--- src/rtl/pipeline_stage_chain.sv ---
// Purpose : parametrised chain of valid+payload pipeline registers for the
//           staged MIPS datapath. Supports per-stage stall and flush. A stall
//           injects a bubble (NOP) into the stage behind it. A saturating
//           counter tracks how many stall bubbles have been injected.
// Ports   : clk, reset     - rising-edge clock, synchronous active-high reset
//           in_valid/in_data/in_ready - upstream handshake into stage 0
//           stall, flush   - per-stage stall / flush requests
//           stage_valid, stage_data - every stage's valid bit and payload
//                            (stage i payload at [i*DATA_WIDTH +: DATA_WIDTH])
//           out_valid, out_data - last stage
//           bubble_count   - saturating count of stall-injected bubbles
module pipeline_stage_chain #(
    parameter int unsigned           DATA_WIDTH  = 32,
    parameter int unsigned           STAGES      = 4,
    parameter logic [DATA_WIDTH-1:0] RESET_VALUE = '0,
    parameter int unsigned           CNT_WIDTH   = 16
) (
    input  logic                         clk,
    input  logic                         reset,
    input  logic                         in_valid,
    input  logic [DATA_WIDTH-1:0]        in_data,
    output logic                         in_ready,
    input  logic [STAGES-1:0]            stall,
    input  logic [STAGES-1:0]            flush,
    output logic [STAGES-1:0]            stage_valid,
    output logic [STAGES*DATA_WIDTH-1:0] stage_data,
    output logic                         out_valid,
    output logic [DATA_WIDTH-1:0]        out_data,
    output logic [CNT_WIDTH-1:0]         bubble_count
);

    logic [STAGES-1:0]     valid_q;
    logic [STAGES-1:0]     valid_d;
    logic [DATA_WIDTH-1:0] data_q [STAGES];
    logic [DATA_WIDTH-1:0] data_d [STAGES];
    logic [CNT_WIDTH-1:0]  cnt_q;
    logic [STAGES-1:0]     freeze;
    logic                  bubble_c;

    // A stall at stage k freezes every stage at or below k; a bubble appears
    // at the single boundary where a frozen stage feeds an unfrozen one.
    always_comb begin
        freeze   = '0;
        bubble_c = 1'b0;
        for (int i = 0; i < STAGES; i++) begin
            freeze[i] = |(stall >> i);
        end
        for (int i = 1; i < STAGES; i++) begin
            if (freeze[i-1] && !freeze[i]) begin
                bubble_c = 1'b1;
            end
        end
    end

    assign in_ready = !freeze[0];

    // Next-state per stage: flush, then hold, then load/bubble/copy.
    always_comb begin
        valid_d = valid_q;
        data_d  = data_q;

        if (flush[0]) begin
            valid_d[0] = 1'b0;
            data_d[0]  = RESET_VALUE;
        end else if (!freeze[0]) begin
            valid_d[0] = in_valid;
            data_d[0]  = in_valid ? in_data : RESET_VALUE;
        end

        for (int i = 1; i < STAGES; i++) begin
            if (flush[i]) begin
                valid_d[i] = 1'b0;
                data_d[i]  = RESET_VALUE;
            end else if (!freeze[i]) begin
                if (freeze[i-1]) begin
                    valid_d[i] = 1'b0;
                    data_d[i]  = RESET_VALUE;
                end else begin
                    valid_d[i] = valid_q[i-1];
                    data_d[i]  = data_q[i-1];
                end
            end
        end
    end

    // State registers and saturating bubble counter.
    always_ff @(posedge clk) begin
        if (reset) begin
            valid_q <= '0;
            for (int i = 0; i < STAGES; i++) begin
                data_q[i] <= RESET_VALUE;
            end
            cnt_q <= '0;
        end else begin
            valid_q <= valid_d;
            data_q  <= data_d;
            if (bubble_c && (cnt_q != '1)) begin
                cnt_q <= cnt_q + CNT_WIDTH'(1);
            end
        end
    end

    // Flatten stage payloads onto the output bus.
    always_comb begin
        stage_data = '0;
        for (int i = 0; i < STAGES; i++) begin
            stage_data[i*DATA_WIDTH +: DATA_WIDTH] = data_q[i];
        end
    end

    assign stage_valid  = valid_q;
    assign out_valid    = valid_q[STAGES-1];
    assign out_data     = data_q[STAGES-1];
    assign bubble_count = cnt_q;

endmodule
--- config.mk ---
export PLATFORM = sky130hd
export DESIGN_NAME = pipeline_stage_chain
export DESIGN_NICKNAME = d
export VERILOG_FILES = /design/src/rtl/pipeline_stage_chain.sv
export SDC_FILE = /design/constraint.sdc
export NUM_CORES = 1
export LEC_CHECK = 0
export BUFFER_PORTS_ARGS = -buffer_cell sky130_fd_sc_hd__buf_2
export CORE_MARGIN = 8
export CORE_UTILIZATION = 40
export CTS_BUF_LIST = sky130_fd_sc_hd__clkbuf_16
export CTS_CLUSTER_DIAMETER = 100
export DETAILED_ROUTE_END_ITERATION = 8
export PLACE_DENSITY = 0.77
export SYNTH_ARGS = -nofsm -noshare
export SYNTH_HDL_FRONTEND = slang
export SYNTH_SLANG_ARGS = --single-unit
--- constraint.sdc ---
create_clock -name clk -period 4.6 [get_ports clk]
set_input_delay 0.69 -clock clk [delete_from_list [all_inputs] [get_ports clk]]
set_output_delay 0.69 -clock clk [all_outputs]
set_load 0.005 [all_outputs]
==> results of run 1 <==
[how the worst max path moves through the flow]
stage / endpoint / cells after the start
finish: in_ready / 5
global route: in_ready / 5
CTS: in_ready / 5
detailed placement: in_ready / 5
global placement: in_ready / 5
floorplan: in_ready / 6
[worst register-to-register path, stage by stage, from the launching register on]
cell	delay, ns
dfxtp_1	0.39
ha_1	0.23
nand4_2	0.13
or4b_4	0.54
or4_1	0.48
a21oi_1	0.14
[logic make-up after synthesis]
kind of cell               Yosys count  share of synthesized area, %
DFF                                148                          49.9
muxes                                2                         0.379
and+or+nand+nor                    283                          25.2
adders and majority gates            1                         0.211
buffers and inverters               97                          9.10
AOI/OAI and AO/OA                  160                          15.2
[flip-flops by register name, summed over array words and instances (netlist names)]
name / flops
bubble_count: 16
out_data: 32
stage_data: 96
stage_valid: 4
[synthesized netlist by cell type (all sizes together), types with 2 or more instances]
| library cell | number | area (um^2) |
|---|---|---|
| dfxtp | 148 | 2960 |
| buf | 47 | 323 |
| a21oi | 113 | 566 |
| or2 | 8 | 50.1 |
| nor2 | 71 | 267 |
| o21ai | 6 | 30.0 |
| a22oi | 33 | 248 |
| nand4 | 6 | 43.8 |
| or4 | 7 | 52.6 |
| nand2 | 71 | 267 |
| nand3 | 35 | 180 |
| nor4 | 3 | 18.8 |
| clkbuf | 47 | 206 |
| or3 | 6 | 43.8 |
| nand3b | 33 | 248 |
| nor3b | 33 | 248 |
| inv | 3 | 11.3 |
| mux2 | 2 | 22.5 |
| o31ai | 8 | 60.1 |
| nand2b | 2 | 12.5 |
[final cells by class]
cell class	instances	area, um^2	area share (%)
inverter	3	11.3	0.150
sequential	148	2960	39.5
clock buffer	17	425	5.66
timing repair buffer	228	1150	15.3
tap	184	230	3.07
multi-input combinational	446	2440	32.6
clock inverter	15	284	3.78
[metal layers]
metal / part of all wire (%) / wire [um]
met1: 45 / 8010
met2: 45 / 7880
met3: 6.0 / 1060
met4: 3.8 / 671
met5: 0 / 0
[power by group through the flow]
stage               Combinational (mW)  Sequential, mW  Clock [mW]
floorplan                       0.0721            1.32           0
global placement                 0.102            1.32           0
detailed placement               0.103            1.32           0
CTS                              0.104            1.29        1.69
global route                     0.114            1.29        1.74
finish                           0.103            1.29        1.66
==> impl_results.md, run 1 <==
* Status: finished, final reports clean
* Die Footprint at around 19000 um^2
* Mapped Cells at about 700
* Final WS setup at around 1.3 ns
* Ys async rst share at 0%
* Final GP Congestion at a little under 0.8
* Post-synth EDFFs at 0
* Rows at 44
* Synth warn at 0
* DIE HEIGHT at ~140 um
* Reg2Reg Depth at 5
* Worst stage delay on the critical path at roughly 0.60 ns
* Crit. End Element: output port
* P_int at approximately 2.4 mW
* Synth Net Count at ~740
* Clock Sinks at between 100 and 150
* Worst EP arrival at between 2 and 3 ns
* Post-Route WL at ~18000 um
* Routed Antenna Nets at 0
* Worst Hold Depth at 2
* CP Launch Type: primary input
* Filler cell count at about 1400
* Hold slack at about 0.46 ns
* Grt met2 use at a little over a quarter
* Gr usage total at 17.8%
* H-tree levels at 4
* FF-to-FF End: bubble_count[10]
* Initial antenna violation count at 0
* Top delay family on crit path: buffers and inverters
* Power Total at between 3 and 4 mW
* Global routing's busiest layer: met2
* Setup TNS at 0 ns
* Max VDD drop at ~0.29 mV
* PwrDens at slightly above 400 nW/um^2
* Most frequent cells in the layout: buf_2, dfxtp_1, a21oi_1, nand2_1, nor2_1
* Hold Crit Start: stage_valid[0]
* Placed instance area at between 6000 and 7000 um^2
* Pins Over Slew Limit at 0
* Vias at around 5400
* Detailed Routing Iterations Pass 1 at 4
* Setup CP Type: primary input to output port
* Register share of total power at 42.2%
* Switching fraction of total power at between 20% and 30%
* Starting utilization of the core area at slightly above 40%
* Design Area, Final at 7510 um^2
* CTS Hold Bufs at 0
* Largest net degree at the start of global routing at between 60 and 70
* Port bufs at around 220
* Crit-path cells: buf_2 -> or3_2 -> or2_1 -> inv_2 -> buf_2
* First-pass GRT wire length at between 20000 and 30000 um
* WP buf/inv at 3
* Postcts setup bufs at 0
* Met3 Use GR at approximately 3.8%
* CTS resizes at 0
* Yosys cell types at 39
* Static Leak at between 3 and 4 nW
* Vias in the first global route at about 5100
* Crit path max fanout at 39
* Max-cap violations at 0
* Detailed placement HPWL at 12400 um
* Minimum clock period at approximately 3.3 ns
* Clock power share at between 50% and 60%
* Crit path max-delay cell type: or3_2
* Setup Skew at 0.00468 ns
* Slew HR at between 30% and 40%
* Num CTS Buffers at 17
* Max Fclk at approximately 0.31 GHz
* Fin nets at a little under 900
* Slew @ Worst Pin at 0.958 ns
* Final Setup Violations at 0
* R2r setup slk at ~2.6 ns
* WL per Instance at approximately 17 um
* Hold Fails Final Rpt at 0
* Fin util at 51.7%
* Clk root buf: clkbuf_16
* Io pins at ~230
* Post-synth top flop: dfxtp_1
* CTS tree: yes
* Die width at 138 um
* Pre-CTS setup slack at 1.35 ns
* Hold Path Class: flip-flop to flip-flop
* DRC Markers at 0
* RSZ-0062 raised after global routing: no
* Crit-path most repeated cell: buf_2
* Met1 usage at about a quarter
* Switching Power at 0.614 mW
* FF-to-FF Start: bubble_count[0]
* Combinational power share at between 3 and 4%
* Post-Syn Area per Cell at between 8 and 9 um^2
* Placed cells at between 1000 and 1500
* Non-Filler Instances at about 1000
* Register bit total from synthesis at about 150
* DR iter-0 viols at between 300 and 400
* CTS max path bufs at 2
* Vias/cell at roughly 5.1
* Final period util at 71.3%
* Clk slew on worst S/H paths at about 0.060 ns
* Core area at approximately 15000 um^2
* Syn-to-layout area delta at 26.4%
* Worst skew pair latency at approximately 0.41 ns
* Remaining global-route overflow at 0
* Hold worst-path end: stage_valid[0]
* Crit path launch: stall[3]
* Commonest non-fill, non-tap cell in the layout: buf_2
* # diodes at 0
* Layout cells sized above 1 at about a third
* Req. time, crit path at just under 4 ns
* Seq/Total Area, Yosys at between 40 and 50%
* Synthesized cell area at between 5000 and 6000 um^2
Note: power is estimated with default switching activity, not from simulation.
==> run 2: changes to the inputs <==
--- a/config.mk
+++ b/config.mk
@@ -5,13 +5,14 @@
 export SDC_FILE = /design/constraint.sdc
 export NUM_CORES = 1
 export LEC_CHECK = 0
+export ABC_AREA = 1
 export BUFFER_PORTS_ARGS = -buffer_cell sky130_fd_sc_hd__buf_2
 export CORE_MARGIN = 8
 export CORE_UTILIZATION = 40
 export CTS_BUF_LIST = sky130_fd_sc_hd__clkbuf_16
 export CTS_CLUSTER_DIAMETER = 100
 export DETAILED_ROUTE_END_ITERATION = 8
-export PLACE_DENSITY = 0.77
+export PLACE_DENSITY = 0.78
 export SYNTH_ARGS = -nofsm -noshare
 export SYNTH_HDL_FRONTEND = slang
 export SYNTH_SLANG_ARGS = --single-unit
==> constraint.sdc (replaced) <==
create_clock -name clk -period 3.2 [get_ports clk]
set_input_delay 0.48 -clock clk [delete_from_list [all_inputs] [get_ports clk]]
set_output_delay 0.48 -clock clk [all_outputs]
set_load 0.005 [all_outputs]
==> run 2 against run 1 <==
Net effect:
- area after synthesis decreased by 2.3%
- wire length is 6.0% higher
- clock power grew 29%
- register-to-register slack got worse by 1.5 ns
- global-route usage rose by 1.2 points
- combinational power up 45%
- synthesized cell count is 12% higher
- cell area fell by 2.0%
- sequential share of layout area grew 0.81 points
- largest cell class unchanged
- cell count grew 8.9%
- sequential power up 43%
==> impl_results.md, run 2 <==
* Reg2Reg Depth at 7 (was 5)
* Cell taking the most area after synthesis: dfxtp_1 (unchanged)
* Io pins at 225 (unchanged)
* Commonest cells in the netlist: nand2_1, dfxtp_1, a21oi_1, nor2_1, nand3_1 (was dfxtp_1, a21oi_1, nand2_1, nor2_1, clkbuf_1)
* Die Footprint at 18600 um^2 (was 19000 um^2)
* CTS Hold Bufs at 0 (unchanged)
* Crit. End Element: output port (unchanged)
* Post-Syn Area per Cell at 7.50 um^2 (was 8.60 um^2)
* Setup CP Type: primary input to output port (unchanged)
* Worst EP arrival at 1.82 ns (was 2.59 ns)
* Vias at 5682 (was 5361)
* Gr usage total at 19.0% (was 17.8%)
* Most frequent cells in the layout: nand2_1, buf_2, dfxtp_1, a21oi_1, nor2_1 (was buf_2, dfxtp_1, a21oi_1, nand2_1, nor2_1)
* Setup TNS at 0 ns (unchanged)
* First-pass GRT wire length at 27800 um (was 27000 um)
* Final Setup Violations at 0 (unchanged)
* Detailed placement HPWL at 13400 um (was 12400 um)
* Worst skew pair latency at 0.42 ns (was 0.41 ns)
* Minimum clock period at 2.30 ns
* Syn-to-layout area delta at 26.7% (was 26.4%)
* Max Fclk at 0.435 GHz
* Final GP Congestion at 0.909 (was 0.787)
* Vias/cell at 5.01 (was 5.15)
* Most common cell in the netlist: nand2_1 (was dfxtp_1)
* Synth warn at 0 (unchanged)
* Rows at 44 (unchanged)
* PwrDens at 562 nW/um^2 (was 406 nW/um^2)
* Worst stage delay on the critical path at 0.47 ns (was 0.60 ns)
* Max-cap violations at 0 (unchanged)
* Detailed Routing Iterations Pass 1 at 5 (was 4)
* Num CTS Buffers at 17 (unchanged)
* Largest net degree at the start of global routing at 70 (was 67)
* Max FFs per register at 96 (unchanged)
* # diodes at 0 (unchanged)
* Postcts setup bufs at 0 (unchanged)
* DR iter-0 viols at 515 (was 321)
* Final period util at a little under three quarters
* Clk root buf: clkbuf_16 (unchanged)
* Status: finished, final reports clean (unchanged)
* Starting utilization of the core area at 40.4% (was 40.9%)
* Max VDD drop at 0.366 mV (was 0.289 mV)
* CP Launch Type: primary input (unchanged)
* Synthesized cell area at 5810 um^2 (was 5940 um^2)
* Routed Antenna Nets at 0 (unchanged)
* Crit path to: in_ready (unchanged)
* H-tree levels at 4 (unchanged)
* Crit path max fanout at 34 (was 39)
* WL per Instance at 16.5 um (was 16.9 um)
* Pins Over Slew Limit at 0 (unchanged)
* Crit-path most repeated cell: buf_2 (unchanged)
* Share of Yosys cell area claimed by the top area cell type at 51.0% (was 49.9%)
* CTS resizes at 0 (unchanged)
* Fin nets at 981 (was 888)
* CTS tree: yes (unchanged)
* Yosys cell types at 20 (was 39)
* FF-to-FF End: bubble_count[11] (was bubble_count[10])
* Design Area, Final at 7360 um^2 (was 7510 um^2)
* Post-Route WL at 18700 um (was 17600 um)
* Mapped Cells at 774 (was 691)
* Hold Fails Final Rpt at 0 (unchanged)
* Slew HR at 30.8% (was 36.0%)
* Synth top area cells: dfxtp_1, nand2_1, a21oi_1, buf_4, nand3_1 (was dfxtp_1, a21oi_1, buf_4, nand2_1, nor2_1)
* Remaining global-route overflow at 0 (unchanged)
* Ys async rst share at 0% (unchanged)
* Crit-path cells: buf_2 -> nor3_4 -> inv_2 -> nor2_4 -> buf_2 (was buf_2 -> or3_2 -> or2_1 -> inv_2 -> buf_2)
* R2r setup slk at 1.09 ns (was 2.62 ns)
* Layout cells sized above 1 at 28.3% (was 32.6%)
* Crit path max-delay cell type: nor2_4 (was or3_2)
* DRC Markers at 0 (unchanged)
* Post-synth EDFFs at 0 (unchanged)
* Commonest non-fill, non-tap cell in the layout: nand2_1 (was buf_2)
* FF-to-FF Start: bubble_count[0] (unchanged)
* Clock Sinks at 148 (unchanged)
* Register bit total from synthesis at 148 (unchanged)
* Initial antenna violation count at 0 (unchanged)
* Static Leak at 3.09 nW (was 3.11 nW)
* DIE HEIGHT at 136 um (was 138 um)
* RSZ-0062 raised after global routing: no (unchanged)
* Synth Net Count at 818 (was 735)
* Seq/Total Area, Yosys at 51.0% (was 49.9%)
* Setup Skew at 0.00936 ns (was 0.00468 ns)
* Hold Path Class: primary input to flip-flop (was flip-flop to flip-flop)
* CTS max path bufs at 2 (unchanged)
* Req. time, crit path at 2.72 ns (was 3.91 ns)
* Vias in the first global route at 5029 (was 5069)
* Die width at 136 um (was 138 um)
* Port bufs at 224 (unchanged)
* Crit path launch: stall[3] (unchanged)
* Core area at 14400 um^2 (was 14500 um^2)
* Post-synth top flop: dfxtp_1 (unchanged)
* Slew @ Worst Pin at 1.04 ns (was 0.958 ns)
* Placed instance area at 6720 um^2 (was 6800 um^2)
* Clk slew on worst S/H paths at 0.06 ns (about the same)
## run 2: per-stage QoR
stage / total power [mW] / instances / hold WS, ns / setup slack [ns] / utilization (%)
2_1_floorplan: 1.98 / 774 / 0.466 / 1.33 / -
3_3_place_gp: 2.04 / 1102 / 0.456 / 0.632 / 46.8
3_5_place_dp: 2.04 / 1102 / 0.460 / 0.551 / 46.8
4_1_cts: 4.17 / 1134 / 0.306 / 0.892 / 51.2
5_1_grt: 4.28 / 1134 / 0.309 / 0.838 / 51.2
6_report: 4.14 / 1134 / 0.326 / 0.903 / 51.2
## run 2: critical path: cells and delay by family
| kind | cells | cell delay [ns] |
|---|---|---|
| buffers and inverters | 3 | 0.63 |
| AND/OR/NAND/NOR | 2 | 0.70 |
## run 2: worst min-delay path by stage
stage	start	to	cells past startpoint
2_1_floorplan	out_data[31]	out_data[31]	2
3_3_place_gp	stage_data[91]	out_data[27]	2
3_5_place_dp	stage_data[93]	out_data[29]	2
4_1_cts	in_data[30]	stage_data[30]	3
5_1_grt	in_data[30]	stage_data[30]	3
6_report	in_data[22]	stage_data[22]	3
## run 2: final cells by class
class | count | area [um^2]
sequential | 148 | 2960
tap | 184 | 230
inverter | 9 | 33.8
clock inverter | 15 | 213
clock buffer | 17 | 425
fill | 1417 | 7010
multi-input combinational | 531 | 2330
timing repair buffer | 230 | 1170
## run 2: logic make-up after synthesis
logic type / Yosys count / synth area share (%)
flops: 148 / 51.0
fa+ha+maj: 1 / 0.215
buf+inv: 95 / 8.92
compound gates: 179 / 15.4
simple gates: 350 / 24.2
xor+xnor: 1 / 0.151
## run 2: layer usage
metal / track usage, % / wire (um) / vias up
li1: - / - / 2819
met1: 25.1 / 8310 / 2602
met2: 28.4 / 8600 / 238
met3: 5.21 / 1340 / 23
met4: 8.30 / 415 / 0
met5: 0 / 0 / -
## run 2: power by group
part           switching [mW]  internal, mW
Clock                   0.759          1.38
Sequential            0.00487          1.85
Combinational           0.110        0.0386
Total                   0.874          3.26
==> run 3: changes to the inputs <==
==> constraint.sdc (replaced) <==
create_clock -name clk -period 2.3 [get_ports clk]
set_input_delay 0.345 -clock clk [delete_from_list [all_inputs] [get_ports clk]]
set_output_delay 0.345 -clock clk [all_outputs]
set_load 0.005 [all_outputs]
==> run 3 against run 2 <==
Net effect:
- non-clock buffer count rose by 4
- wire length rose by 0.40%
- count of clock-buffer cells in the layout did not move
- power rose by 43%
- sequential power rose by 39%
- critical path type is now flip-flop to flip-flop
==> impl_results.md, run 3 (same netlist as run 2, synthesis figures left out) <==
* Status: finished, final reports clean (unchanged)
* Non-Filler Instances at 1138 (was 1134)
* Detailed placement HPWL at 13700 um (was 13400 um)
* CTS max path bufs at 2 (unchanged)
* Rows at 44 (unchanged)
* Worst skew pair latency at 0.42 ns (about the same)
* Max FFs per register at 96 (unchanged)
* Slew HR at 32.2% (was 30.8%)
* Setup Skew at 0.00649 ns (was 0.00936 ns)
* Starting utilization of the core area at 40.4% (unchanged)
* DR iter-0 viols at 463 (was 515)
* Vias at 5699 (was 5682)
* Io pins at 225 (unchanged)
* Final period util at between 80% and 90%
* Most frequent cells in the layout: nand2_1, buf_2, dfxtp_1, a21oi_1, nor2_1 (unchanged)
* First-pass GRT wire length at 28300 um (was 27800 um)
* Commonest non-fill, non-tap cell in the layout: nand2_1 (unchanged)
* Power Total at 5.90 mW (was 4.14 mW)
* Layout cells sized above 1 at 28.4% (was 28.3%)
* Detailed Routing Iterations Pass 1 at 4 (was 5)
* Hold Fails Final Rpt at 0 (unchanged)
* Final Setup Violations at 0 (unchanged)
* Crit path max fanout at 7 (was 34)
* Worst stage delay on the critical path at 0.42 ns (was 0.47 ns)
* Met3 Use GR at 4.43% (was 5.21%)
* Routed Antenna Nets at 0 (unchanged)
* Crit-path cells: ha_1 -> nand2_1 -> nor2_1 -> nand2_1 -> nor2_1 -> nor2_1 -> nor2_1 -> nor2_1 (was buf_2 -> nor3_4 -> inv_2 -> nor2_4 -> buf_2)
* Vias/cell at 5.01 (about the same)
* Postcts setup bufs at 0 (unchanged)
* DRC Markers at 0 (unchanged)
* Hold Path Class: primary input to flip-flop (unchanged)
* Clock Sinks at 148 (unchanged)
* H-tree levels at 4 (unchanged)
* Die Footprint at 18600 um^2 (unchanged)
* DIE HEIGHT at 136 um (unchanged)
* CP Launch Type: flip-flop (was primary input)
* CTS Hold Bufs at 0 (unchanged)
* Crit path max-delay cell type: dfxtp_1 (was nor2_4)
* Global routing's busiest layer: met2 (unchanged)
* RSZ-0062 raised after global routing: no (unchanged)
* # diodes at 0 (unchanged)
* Clk slew on worst S/H paths at 0.06 ns (about the same)
* Fin util at 51.7% (was 51.2%)
* Port bufs at 224 (unchanged)
* Grt met2 use at 29.2% (was 28.4%)
* Num CTS Buffers at 17 (unchanged)
* CTS tree: yes (unchanged)
* Max VDD drop at 0.544 mV (was 0.366 mV)
* Setup CP Type: flip-flop to flip-flop (was primary input to output port)
* Pins Over Slew Limit at 0 (unchanged)
* Die width at 136 um (unchanged)
* Final GP Congestion at 0.916 (was 0.909)
* Slew @ Worst Pin at 1.02 ns (was 1.04 ns)
* Crit-path most repeated cell: nor2_1 (was buf_2)
* Met1 usage at 25.9% (was 25.1%)
* Max Fclk at ~0.54 GHz
* Clk root buf: clkbuf_16 (unchanged)
* Gr usage total at 19.5% (was 19.0%)
* Syn-to-layout area delta at 27.9% (was 26.7%)
* CTS resizes at 0 (unchanged)
* PwrDens at 794 nW/um^2 (was 562 nW/um^2)
* Placed cells at 1106 (was 1102)
* Setup TNS at 0 ns (unchanged)
* Req. time, crit path at 2.61 ns (was 2.72 ns)
* Crit. End Element: flip-flop (was output port)
* Fin nets at 985 (was 981)
* Worst EP arrival at 2.16 ns (was 1.82 ns)
* Remaining global-route overflow at 0 (unchanged)
* Vias in the first global route at 5198 (was 5029)
* Post-Route WL at 18700 um (about the same)
* WL per Instance at 16.5 um (about the same)
* Minimum clock period at between 1.5 and 2 ns
* Initial antenna violation count at 0 (unchanged)
* Max-cap violations at 0 (unchanged)
* Largest net degree at the start of global routing at 39 (was 70)
* Core area at 14400 um^2 (unchanged)
* Static Leak at 3.12 nW (was 3.09 nW)
==> run 3: cell types whose count changed in the layout (fill, tap and decap cells not counted), sizes merged <==
cell / previous run / this run
bufinv: 5 / 6
buf: 230 / 234
inv: 11 / 10
==> run 3: final timing paths <==
kind,end,startpoint,cells past startpoint,slack (ns)
min reg2reg,out_data[30],stage_data[94],2,0.47
max,bubble_count[0],bubble_count[0],8,0.45
min,stage_data[11],in_data[11],3,0.19
max reg2reg,bubble_count[0],bubble_count[0],8,0.45
==> run 3: metrics by stage <==
step	cell area (um^2)	setup slack, ns	hold WS, ns
4_1_cts	7420	0.491	0.177
6_report	7420	0.447	0.193
3_3_place_gp	6760	0.389	0.457
3_5_place_dp	6760	0.336	0.463
5_1_grt	7420	0.293	0.188
2_1_floorplan	5810	0.649	0.414
==> run 3: area by class of cell <==
class                      count  area, um^2
timing repair buffer         234        1210
clock buffer                  17         425
sequential                   148        2960
tap                          184         230
multi-input combinational    531        2330
fill                        1382        6950
inverter                       9        33.8
clock inverter                15         235
==> run 3: power by group <==
| part | internal, mW | switching [mW] |
|---|---|---|
| registers | 2.57 | 0.00714 |
| clock network | 2.02 | 1.08 |
| logic | 0.0593 | 0.158 |
==> run 3: worst max-delay path, delay by kind of cell, from the launching register on <==
family	cells	cell delay (ns)
and+or+nand+nor	7	1.06
DFF	1	0.42
adders and majority gates	1	0.27
==> run 3: routing by layer <==
layer | vias to the layer above | wire length [um]
met4 | 0 | 580
li1 | 2829 | -
met3 | 39 | 1320
met2 | 252 | 8390
met1 | 2579 | 8460
met5 | - | 0
